$ cat src/rtl/i2s_tx_sequencer_if.sv
// Control/FIFO-side signal bundle for the I2S transmit sequencer.
// The master side is the register block plus TxFIFO status; the slave side is the sequencer.
interface i2s_tx_sequencer_if;
  logic        start;
  logic        stop_req;
  logic        frame16;
  logic        fifo_empty;
  logic        clr_underrun;
  logic        rd_en;
  logic        ws;
  logic        busy;
  logic        underrun;
  logic [15:0] frame_cnt;

  modport master (
    output start, stop_req, frame16, fifo_empty, clr_underrun,
    input  rd_en, ws, busy, underrun, frame_cnt
  );

  modport slave (
    input  start, stop_req, frame16, fifo_empty, clr_underrun,
    output rd_en, ws, busy, underrun, frame_cnt
  );
endinterface

$ cat src/rtl/i2s_tx_sequencer.sv
// sclk-domain I2S transmit sequencer: stereo framing, FIFO bit-read enable, word select.
// Define I2S_WS_DELAY_EN for Philips timing (ws leads MSB by one bit); default is left-justified.
module i2s_tx_sequencer (
  input  logic               clk,
  input  logic               rst_,
  i2s_tx_sequencer_if.slave  bus
);

  typedef enum logic [1:0] {IDLE, ARM, RUN, DRAIN} state_e;

  state_e      state_q, state_d;
  logic [4:0]  maxp_q, maxp_d;
  logic [4:0]  bcnt_q, bcnt_d;
  logic        ch_q, ch_d;
  logic        stop_pend_q, stop_pend_d;
  logic        rd_en_q, rd_en_d;
  logic        ws_q, ws_d;
  logic        busy_q, busy_d;
  logic        underrun_q, underrun_d;
  logic [15:0] frame_cnt_q, frame_cnt_d;

  logic active, word_end, frame_end, urun_set;

  // bcnt/ch describe the bit that the output registers present on the next cycle.
  always_comb begin
    state_d     = state_q;
    maxp_d      = maxp_q;
    bcnt_d      = bcnt_q;
    ch_d        = ch_q;
    stop_pend_d = stop_pend_q;
    rd_en_d     = 1'b0;
    ws_d        = 1'b0;
    frame_cnt_d = frame_cnt_q;
    urun_set    = 1'b0;

    active    = (state_q == RUN) || (state_q == DRAIN);
    word_end  = (bcnt_q == 5'd0);
    frame_end = word_end && ch_q;

    case (state_q)
      IDLE: begin
        if (bus.start && !bus.stop_req && !bus.fifo_empty) begin
          maxp_d  = bus.frame16 ? 5'd15 : 5'd31;
          state_d = ARM;
        end
      end
      ARM: begin
        bcnt_d      = maxp_q;
        ch_d        = 1'b0;
        stop_pend_d = 1'b0;
        state_d     = RUN;
      end
      RUN: begin
        if (bus.stop_req || stop_pend_q) begin
          stop_pend_d = 1'b1;
          state_d     = DRAIN;
        end
      end
      DRAIN: begin
        if (frame_end)
          state_d = IDLE;
      end
      default: state_d = IDLE;
    endcase

    if (active) begin
      rd_en_d = 1'b1;
      if (word_end) begin
        bcnt_d = maxp_q;
        ch_d   = ~ch_q;
      end else begin
        bcnt_d = bcnt_q - 5'd1;
      end
`ifdef I2S_WS_DELAY_EN
      // Flip on the LSB, except the last LSB of a drain which holds right.
      if (word_end && !(state_q == DRAIN && ch_q))
        ws_d = ~ch_q;
      else
        ws_d = ch_q;
`else
      ws_d = ch_q;
`endif
      if (frame_end)
        frame_cnt_d = frame_cnt_q + 16'd1;
      if ((bcnt_q == maxp_q) && bus.fifo_empty)
        urun_set = 1'b1;
    end

    if (urun_set)
      underrun_d = 1'b1;
    else if (bus.clr_underrun)
      underrun_d = 1'b0;
    else
      underrun_d = underrun_q;

    busy_d = (state_d != IDLE);
  end

  always_ff @(posedge clk or negedge rst_) begin
    if (!rst_) begin
      state_q     <= IDLE;
      maxp_q      <= 5'd31;
      bcnt_q      <= 5'd0;
      ch_q        <= 1'b0;
      stop_pend_q <= 1'b0;
      rd_en_q     <= 1'b0;
      ws_q        <= 1'b0;
      busy_q      <= 1'b0;
      underrun_q  <= 1'b0;
      frame_cnt_q <= 16'd0;
    end else begin
      state_q     <= state_d;
      maxp_q      <= maxp_d;
      bcnt_q      <= bcnt_d;
      ch_q        <= ch_d;
      stop_pend_q <= stop_pend_d;
      rd_en_q     <= rd_en_d;
      ws_q        <= ws_d;
      busy_q      <= busy_d;
      underrun_q  <= underrun_d;
      frame_cnt_q <= frame_cnt_d;
    end
  end

  assign bus.rd_en     = rd_en_q;
  assign bus.ws        = ws_q;
  assign bus.busy      = busy_q;
  assign bus.underrun  = underrun_q;
  assign bus.frame_cnt = frame_cnt_q;

endmodule

$ cat src/flat_wrapper.sv
// flat-port wrapper written by rule: the top's interface ports become plain ports
module i2s_tx_sequencer_flat 
  (clk, rst_, bus_start, bus_stop_req, bus_frame16, bus_fifo_empty, bus_clr_underrun, bus_rd_en, bus_ws, bus_busy, bus_underrun, bus_frame_cnt);
  i2s_tx_sequencer_if bus_i ();
  input  logic clk;
  input  logic rst_;
  input wire logic [$bits(bus_i.start)-1:0] bus_start;
  input wire logic [$bits(bus_i.stop_req)-1:0] bus_stop_req;
  input wire logic [$bits(bus_i.frame16)-1:0] bus_frame16;
  input wire logic [$bits(bus_i.fifo_empty)-1:0] bus_fifo_empty;
  input wire logic [$bits(bus_i.clr_underrun)-1:0] bus_clr_underrun;
  output wire logic [$bits(bus_i.rd_en)-1:0] bus_rd_en;
  output wire logic [$bits(bus_i.ws)-1:0] bus_ws;
  output wire logic [$bits(bus_i.busy)-1:0] bus_busy;
  output wire logic [$bits(bus_i.underrun)-1:0] bus_underrun;
  output wire logic [$bits(bus_i.frame_cnt)-1:0] bus_frame_cnt;
  assign bus_i.start = bus_start;
  assign bus_i.stop_req = bus_stop_req;
  assign bus_i.frame16 = bus_frame16;
  assign bus_i.fifo_empty = bus_fifo_empty;
  assign bus_i.clr_underrun = bus_clr_underrun;
  assign bus_rd_en = bus_i.rd_en;
  assign bus_ws = bus_i.ws;
  assign bus_busy = bus_i.busy;
  assign bus_underrun = bus_i.underrun;
  assign bus_frame_cnt = bus_i.frame_cnt;
  i2s_tx_sequencer u_core (.clk(clk), .rst_(rst_), .bus(bus_i));
endmodule
$ cat config.mk
export PLATFORM = sky130hd
export DESIGN_NAME = i2s_tx_sequencer_flat
export DESIGN_NICKNAME = d
export VERILOG_FILES = /design/src/rtl/i2s_tx_sequencer_if.sv /design/src/rtl/i2s_tx_sequencer.sv /design/src/flat_wrapper.sv
export SDC_FILE = /design/constraint.sdc
export NUM_CORES = 1
export LEC_CHECK = 0
export CORE_MARGIN = 2
export CORE_UTILIZATION = 45
export DETAILED_ROUTE_END_ITERATION = 10
export PLACE_DENSITY = 0.79
export REMOVE_ABC_BUFFERS = 1
export SLEW_MARGIN = 0
export SYNTH_ARGS = -nofsm -noshare
export SYNTH_HDL_FRONTEND = slang
export SYNTH_SLANG_ARGS = --single-unit
$ cat constraint.sdc
create_clock -name clk -period 1.9 [get_ports clk]
set_input_delay 0.38 -clock clk [delete_from_list [all_inputs] [get_ports clk]]
set_output_delay 0.38 -clock clk [all_outputs]
set_load 0.01 [all_outputs]
# ---- Word level (Yosys, flattened, before mapping)
# Index checks and enable logic that the tools add are counted.
dict set report word_totals {
  register_bits 34
  latch_bits 0
  ram_bits 0
  mem_bits_ro 0
  word_cells 54
  mem_count 0
}
dict set report op_classes {
  n_addsub 2
  mul 0
  div_mod_pow 0
  n_lt_le_gt_ge 0
  n_eq_ne 5
  n_shift 0
  muxes 19
  bitwise_logic 1
  reduce_logical 17
}
# op count
set op_table {}
lappend op_table {{$mux 5} 4}
lappend op_table {{$add 16x1->16 const B} 1}
lappend op_table {{$mux 1} 10}
lappend op_table {{$pmux 2 s4} 1}
lappend op_table {{$reduce_bool 2->1} 4}
lappend op_table {{$mux 2} 3}
lappend op_table {{$reduce_and 2->1} 3}
lappend op_table {{$eq 5x5->1} 1}
lappend op_table {{$logic_not 5->1} 1}
lappend op_table {{$sub 5x1->5 const B} 1}
lappend op_table {{$eq 2x2->1 const B} 2}
lappend op_table {{$logic_and 1x1->1} 4}
lappend op_table {{$eq 2x1->1 const B} 1}
lappend op_table {{$logic_not 1->1} 2}
lappend op_table {{$logic_not 2->1} 1}
lappend op_table {{$logic_or 1x1->1} 2}
lappend op_table {{$ne 2x2->1 const B} 1}
lappend op_table {{$pmux 1 s2} 1}
lappend op_table {{$not 1->1} 1}

# ---- Longest topological paths before layout
# Gate-level depths: netlist of run 1.
dict set report logic_depth {
  ltp_word 6
  mapped_depth 7
  depth_no_buf 6
}

# ---- Worst setup path before layout of run 1
# No wires, ideal clock.
dict set report synth_path {
  path_kind {flip-flop to flip-flop}
  startpoint {reg u_core.bcnt_q[0]}
  endpoint {reg u_core.frame_cnt_q[15] (netlist: u_core.bus.frame_cnt[15])}
  setup_time_ns 0.124
  t_arrival_ns 1.977
  required_ns 1.776
  setup_slack_ns -0.201
  stages_incl_launch_ff 8
  path_buffers 1
  synth_period_minus_slack_ns 2.101
  cell_sequence {dfrtp_1 -> inv_1 -> ha_1 -> or4b_1 -> clkbuf_2 -> nor4_1 -> nand4_1 -> xnor2_1}
}
dict set report synth_via {
  elab_chain_len 3
}
# item line_no
set synth_lines {}
lappend synth_lines {{start: declaration} i2s_tx_sequencer.sv:13} ;# logic [4:0] bcnt_q, bcnt_d;
lappend synth_lines {{start signal: assignment} i2s_tx_sequencer.sv:114} ;# bcnt_q <= bcnt_d;
lappend synth_lines {{$logic_not 5->1} i2s_tx_sequencer.sv:37} ;# word_end = (bcnt_q == 5'd0);
lappend synth_lines {{$logic_and 1x1->1} i2s_tx_sequencer.sv:38} ;# frame_end = word_end && ch_q;
lappend synth_lines {{$reduce_and 2->1 (no line)} -}
lappend synth_lines {{end signal: assignment} i2s_tx_sequencer.sv:121} ;# frame_cnt_q <= frame_cnt_d;
lappend synth_lines {{end: declaration} i2s_tx_sequencer.sv:20} ;# logic [15:0] frame_cnt_q, frame_cnt_d;
# Every way passes these cells.
# A chain may end at the register's enable or synchronous reset.

# ---- Worst setup path in the final report of run 1
dict set report layout_path {
  startpoint {reg u_core.bcnt_q[1]}
  endpoint {reg u_core.frame_cnt_q[12] (netlist: u_core.bus.frame_cnt[12])}
}
# The elaborated chain is that of the path after synthesis.

==> impl_metrics.toml, run 1 <==
[floorplan]
coreArea_mm2 = 0.002978
start_util_pct = 46.26
num_io_pins = 27
num_rows = 20
die-height_um = 59.33
dieArea_mm2 = 0.003520
die_x_um = 59.33

[global_route]
grt_first_pass_wirelength_um = 4836
grt_max_degree = 31
antenna_found_initial = 0
grt_usage_pct = 18.80
grt-ovfl-total = 0
grt_pass1_vias = 1140

[sta]
finalCriticalPeriod_ns = 2.030
fin_ws_ns = -0.1302
fin_crit_sh_pct = 106.9
worst_slew_margin_rel_pct = 74.19
fin_skew_ns = 0.009001
fmax_mhz = 492.6
fin_setup_tns_ns = -0.7522
drv_slew = 0
tightest_slew_ns = 0.3871
rsz0062_at_grt = "yes"
setup_viol = 8
hold_viol = 0

[place]
post-place-cells = 195
port_buffers = 26
place_area_mm2 = 0.001757
gp_congestion = 0.7730
dp_hpwl_um = 2113

[status]
violations = "negative setup slack"
status = "complete, but fails checks"

[route]
ant_nets = 0
initialDrtViolationCount = 32
drt_first_pass_iters = 5
route.detailed.drc = 0
vias = 1147
wl_um = 3141
wire_per_inst_um = 14.96
viasPerCell = 5.462

[pwr]
p_int_uw = 1487
peakVddDrop_mv = 0.5502
pwr-share-seq_pct = 40.3
power.share.clock_pct = 23.0
p_per_area_mw_per_mm2 = 1070
finalPower_uw = 2147
p_switching_uw = 660.1
combPwrFrac_pct = 36.7
leakage_uw = 0.0008703
switching_share_pct = 30.75

[setup_path]
crit_start = "u_core.bcnt_q[1]"
reg2reg_from = "u_core.bcnt_q[1]"
cp.required_ns = 2.15
criticalPathCategory = "flop to flop"
path_max_fanout = 3
end_kind = "flop"
arrival_ns = 2.28
r2r.worst_path.cells = 6
cp-start-kind = "flop"

[clocking]
clockBufferDepth = 2
tritoncts = "done"
clk_latency_ns = 0.33
clk_pin_slew_ns = 0.10
cts_hold_buf = 0
numCtsBuffers = 5
cts-root-buf = "clkbuf_4"
clkSinkCount = 30
cts-htree-levels = 2

[logic_synthesis]
yosys.area.top_type = "dfrtp_1"
synth_edf_count = 0
synth_cell_types = 35
ys.warnings.count = 0
synth_seq_area_share_pct = 54.59
async_flop_share_pct = 100.0
syn_avg_cell_area_um2 = 10.76
synth_area_mm2 = 0.001378
yosys.area.top_type_share_pct = 52.68
synth_cells = 128
ys.flop_type = "dfrtp_1"
synthTopCellsByArea = "dfrtp_1, xnor2_1, xor2_1, nor2_1, ha_1"
ys_seq_elements = 30

[finish]
final_cells = 210
layout_common_cells = "dfrtp_1, clkdlybuf4s50_1, buf_4, xnor2_1"
fill_cells = 233
num_antenna_cells = 0
regArea_um2 = 753.2
final_util_pct = 67.40
layout_commonest_cell = "dfrtp_1"
design_area_mm2 = 0.002007
multi_input_area_um2 = 694.4
area_growth_pct = 45.69
drive_gt1_share_pct = 30.51
nets = 186

[hold_path]
hold_path_class = "primary input to async pin"

[run]
maxCapViolations = 0
==> power by group through the flow <==
stage	combinational (µW)	sequential [µW]	clock [µW]
after floorplan	255	897	0
after global placement	564	853	0
after detailed placement	599	865	0
after CTS	679	859	510
after global routing	855	874	543
final	787	865	495
==> worst max-delay path: stages, from the launching register on <==
cell and delay, ns:
dfrtp_1 0.41, inv_2 0.09, ha_4 0.13, or4b_4 0.46, or4b_4 0.58, nor2_4 0.11, xor2_1 0.16
==> registers in the layout, summed over array words and instances (netlist names) <==
name                  cells
u_core.bus.underrun       1
u_core.bus.rd_en          1
u_core.bus.ws             1
u_core.bus.busy           1
u_core.bcnt_q             5
u_core.ch_q               1
u_core.stop_pend_q        1
u_core.state_q            2
u_core.maxp_q             1
u_core.bus.frame_cnt     16
==> routing by layer <==
metal | vias up | GRT usage (%) | wire length, µm
met5 | - | 0 | 0
met4 | 0 | 6.818 | 17
met3 | 2 | 5.895 | 141
met2 | 30 | 33.28 | 1701
met1 | 571 | 20.99 | 1281
li1 | 544 | - | -
==> Yosys cell counts, types with 2 or more instances <==
library cell / instances
nand3_1: 5
clkbuf_1: 4
inv_1: 5
nand4_1: 6
ha_1: 3
and3_1: 2
xor2_1: 7
nor4_1: 2
and2_1: 2
dfrtp_1: 29
nor2_1: 12
nor2b_1: 2
or3b_2: 2
o21ai_0: 3
nand2_1: 8
a21oi_1: 6
xnor2_1: 11
nor3_1: 2
==> per-stage QoR <==
stage,worst slack (ns),hold WS (ns)
global route,-0.2137,0.4503
finish,-0.1302,0.4351
floorplan,-0.2008,0.08441
CTS,-0.1295,0.4359
detailed placement,-0.1640,0.4305
global placement,-0.04085,0.4127
==> logic make-up (layout without fill, tap and decap cells) <==
logic type	count (synthesis)	in the layout	share of synthesized area, %
adders and majority gates	3	3	2.725
xor gates and xnor gates	18	18	11.44
DFF	30	30	54.59
and+or+nand+nor	49	49	19.62
muxes	1	1	0.8174
AOI/OAI and AO/OA	17	17	7.994
buffers and inverters	10	59	2.815
==> worst paths after layout <==
kind	slack [ns]	to
max	-0.13	u_core.bus.frame_cnt[12]
min	0.44	u_core.bus.frame_cnt[1]
max reg2reg	-0.13	u_core.bus.frame_cnt[12]
min reg2reg	0.47	u_core.bus.frame_cnt[15]
max in group asynchronous	1.15	u_core.maxp_q[4]
min in group clk	0.47	u_core.bus.frame_cnt[15]
==> what timing repair did <==
| action | CTS | global route |
|---|---|---|
| endpoints found under the hold margin | 0 | 0 |
| pin swaps | 3 | 2 |
| setup endpoints to repair | 8 | 14 |
| setup buffers | 3 | 4 |
| resized for setup | 10 | 19 |
==> final cells by class <==
class                           count  area share (%)
Sequential cell                    30           37.53
Inverter                            5          0.9352
Timing Repair Buffer               46           21.01
Multi-Input combinational cell     88           34.60
Tap cell                           33           2.057
Clock inverter                      3           1.995
Clock buffer                        5           1.870
No activity file was read; power rests on OpenSTA's default activity.
==> run 2: changes to the inputs <==
--- a/config.mk
+++ b/config.mk
@@ -5,8 +5,9 @@
 export SDC_FILE = /design/constraint.sdc
 export NUM_CORES = 1
 export LEC_CHECK = 0
+export ABC_AREA = 1
 export CORE_MARGIN = 2
-export CORE_UTILIZATION = 45
+export CORE_UTILIZATION = 46
 export DETAILED_ROUTE_END_ITERATION = 10
 export PLACE_DENSITY = 0.79
 export REMOVE_ABC_BUFFERS = 1
==> impl_metrics.toml, run 2 <==
[clocking]
numCtsBuffers = 5
cts_hold_buf = 0
clk_latency_ns = 0.33
cts-htree-levels = 2
clk_pin_slew_ns = 0.08
clkSinkCount = 30
clockBufferDepth = 2
tritoncts = "done"
post_cts_buffers = 0
cts_resized = 0
cts-root-buf = "clkbuf_4"

[finish]
area_growth_pct = 24.24
largest_register_ffs = 16
nets = 228
num_antenna_cells = 0
final_util_pct = 60.97
layout_commonest_cell = "nand2_1"
drive_gt1_share_pct = 7.306
layout_common_cells = "nand2_1, dfrtp_1, inv_1, clkdlybuf4s50_1, nor2_1"
final_cells = 263

[pwr]
peakVddDrop_mv = 0.6114
p_per_area_mw_per_mm2 = 895.5
leakage_uw = 0.0008879
finalPower_uw = 1694

[logic_synthesis]
ys.warnings.count = 0
yosys.area.top_type = "dfrtp_1"
ys_seq_elements = 30
synthTopCellsByArea = "dfrtp_1, nand2_1, inv_1, nor2_1, nand3_1"
synth_area_mm2 = 0.001523
async_flop_share_pct = 100.0
synth_seq_area_share_pct = 49.38
synth_commonest_cells = "nand2_1, dfrtp_1, inv_1, nor2_1, nand3_1"
syn_avg_cell_area_um2 = 8.231
synth_most_common_cell = "nand2_1"
synth_cells = 185
synth_cell_types = 23
ys.flop_type = "dfrtp_1"
yosys.area.top_type_share_pct = 47.66
synth_edf_count = 0

[route]
drt_first_pass_iters = 4
viasPerCell = 4.840
ant_nets = 0
wl_um = 2972
route.detailed.drc = 0
wire_per_inst_um = 11.30
initialDrtViolationCount = 68
vias = 1273

[sta]
fin_skew_ns = 0.007416
rsz0062_at_grt = "no"
fin_setup_tns_ns = 0
fmax_mhz = 569.4
holdWs_ns = 0.4287
worst_slew_margin_rel_pct = 75.18
fin_crit_sh_pct = 92.44
setup_viol = 0
finalCriticalPeriod_ns = 1.756
hold_viol = 0
tightest_slew_ns = 0.3723
drv_slew = 0

[global_route]
antenna_found_initial = 0
grt_max_degree = 31
grt_usage_pct = 18.74
grt-ovfl-total = 0
grt_first_pass_wirelength_um = 5085
grt_pass1_vias = 1216

[setup_path]
crit_family = "buffers and inverters"
path_max_fanout = 6
critPathSlowestCell = "clkdlybuf4s50_1"
cp.required_ns = 1.52
critical_path.max_stage_delay_ns = 0.58
arrival_ns = 1.38
crit_buf_inv = 1
cp_cell_sequence = "clkdlybuf4s50_1"
criticalPathCategory = "flop to primary output"
end_kind = "primary output"
cp-start-kind = "flop"

[run]
maxCapViolations = 0

[floorplan]
die_x_um = 61.54
num_io_pins = 27
dieArea_mm2 = 0.003787
start_util_pct = 49.07
num_rows = 20
coreArea_mm2 = 0.003103
die-height_um = 61.54

[status]
status = "complete, no violations"

[place]
port_buffers = 26
dp_hpwl_um = 2219
gp_congestion = 0.8648
post-place-cells = 255

[hold_path]
hold_path_class = "primary input to async pin"
[run 2: final timing paths]
| path | start | end | slack (ns) | cells past startpoint |
|---|---|---|---|---|
| worst max-delay path | u_core.bus.frame_cnt[5] | bus_frame_cnt[5] | 0.14 | 1 |
| worst min-delay path | rst_ | u_core.bus.rd_en | 0.43 | 2 |
| worst max register to register | u_core.bcnt_q[0] | u_core.bus.frame_cnt[4] | 0.26 | 8 |
| worst min register to register | u_core.stop_pend_q | u_core.stop_pend_q | 0.48 | 2 |
| max in group asynchronous | rst_ | u_core.maxp_q[4] | 1.15 | 2 |
| min in group clk | u_core.stop_pend_q | u_core.stop_pend_q | 0.48 | 2 |
[run 2: cells by family (layout without fill, tap and decap cells)]
group                      after synthesis  count (layout)  synth area share (%)
xor gates and xnor gates                11              11                 6.328
buffers and inverters                   30              64                 8.217
DFF                                     30              30                 49.38
adders and majority gates                3               3                 2.465
and+or+nand+nor                         99              99                 29.09
AOI/OAI and AO/OA                       12              12                 4.520
[run 2: metal layers]
| metal | GRT usage (%) | routed length [µm] | vias up |
|---|---|---|---|
| li1 | - | - | 650 |
| met1 | 24.03 | 1408 | 587 |
| met2 | 28.27 | 1355 | 28 |
| met3 | 7.143 | 134 | 8 |
| met4 | 8.207 | 73 | 0 |
| met5 | 0 | 0 | - |
[run 2: through the flow]
step           setup WS [ns]  instance area, µm²
6_report              0.1437                1892
5_1_grt              0.08825                1892
4_1_cts               0.1419                1892
3_5_place_dp          0.2899                1833
3_3_place_gp          0.3432                1833
2_1_floorplan         0.2816                1503
[run 2: where the power goes]
part | total, µW | switching (µW) | internal [µW] | leakage (µW)
logic | 442 | 255 | 186 | 0.000469
clock network | 388 | 206 | 182 | 0.0000326
registers | 864 | 96.5 | 767 | 0.000386
[run 2: area by class of cell]
| cell class | count | area (µm²) |
|---|---|---|
| Fill cell | 273 | 1211 |
| Clock buffer | 8 | 58.81 |
| Timing Repair Buffer | 28 | 275.3 |
| Sequential cell | 30 | 752.0 |
| Inverter | 28 | 105.1 |
| Tap cell | 44 | 55.05 |
| Multi-Input combinational cell | 125 | 645.6 |
[run 2: worst register-to-register path: stages (launching register included)]
cell and delay [ns]:
dfrtp_1 0.41, inv_1 0.08, ha_1 0.16, inv_1 0.05, nor2_1 0.16, nand2_1 0.15
nor2_2 0.27, nand2_1 0.11, xor2_1 0.15
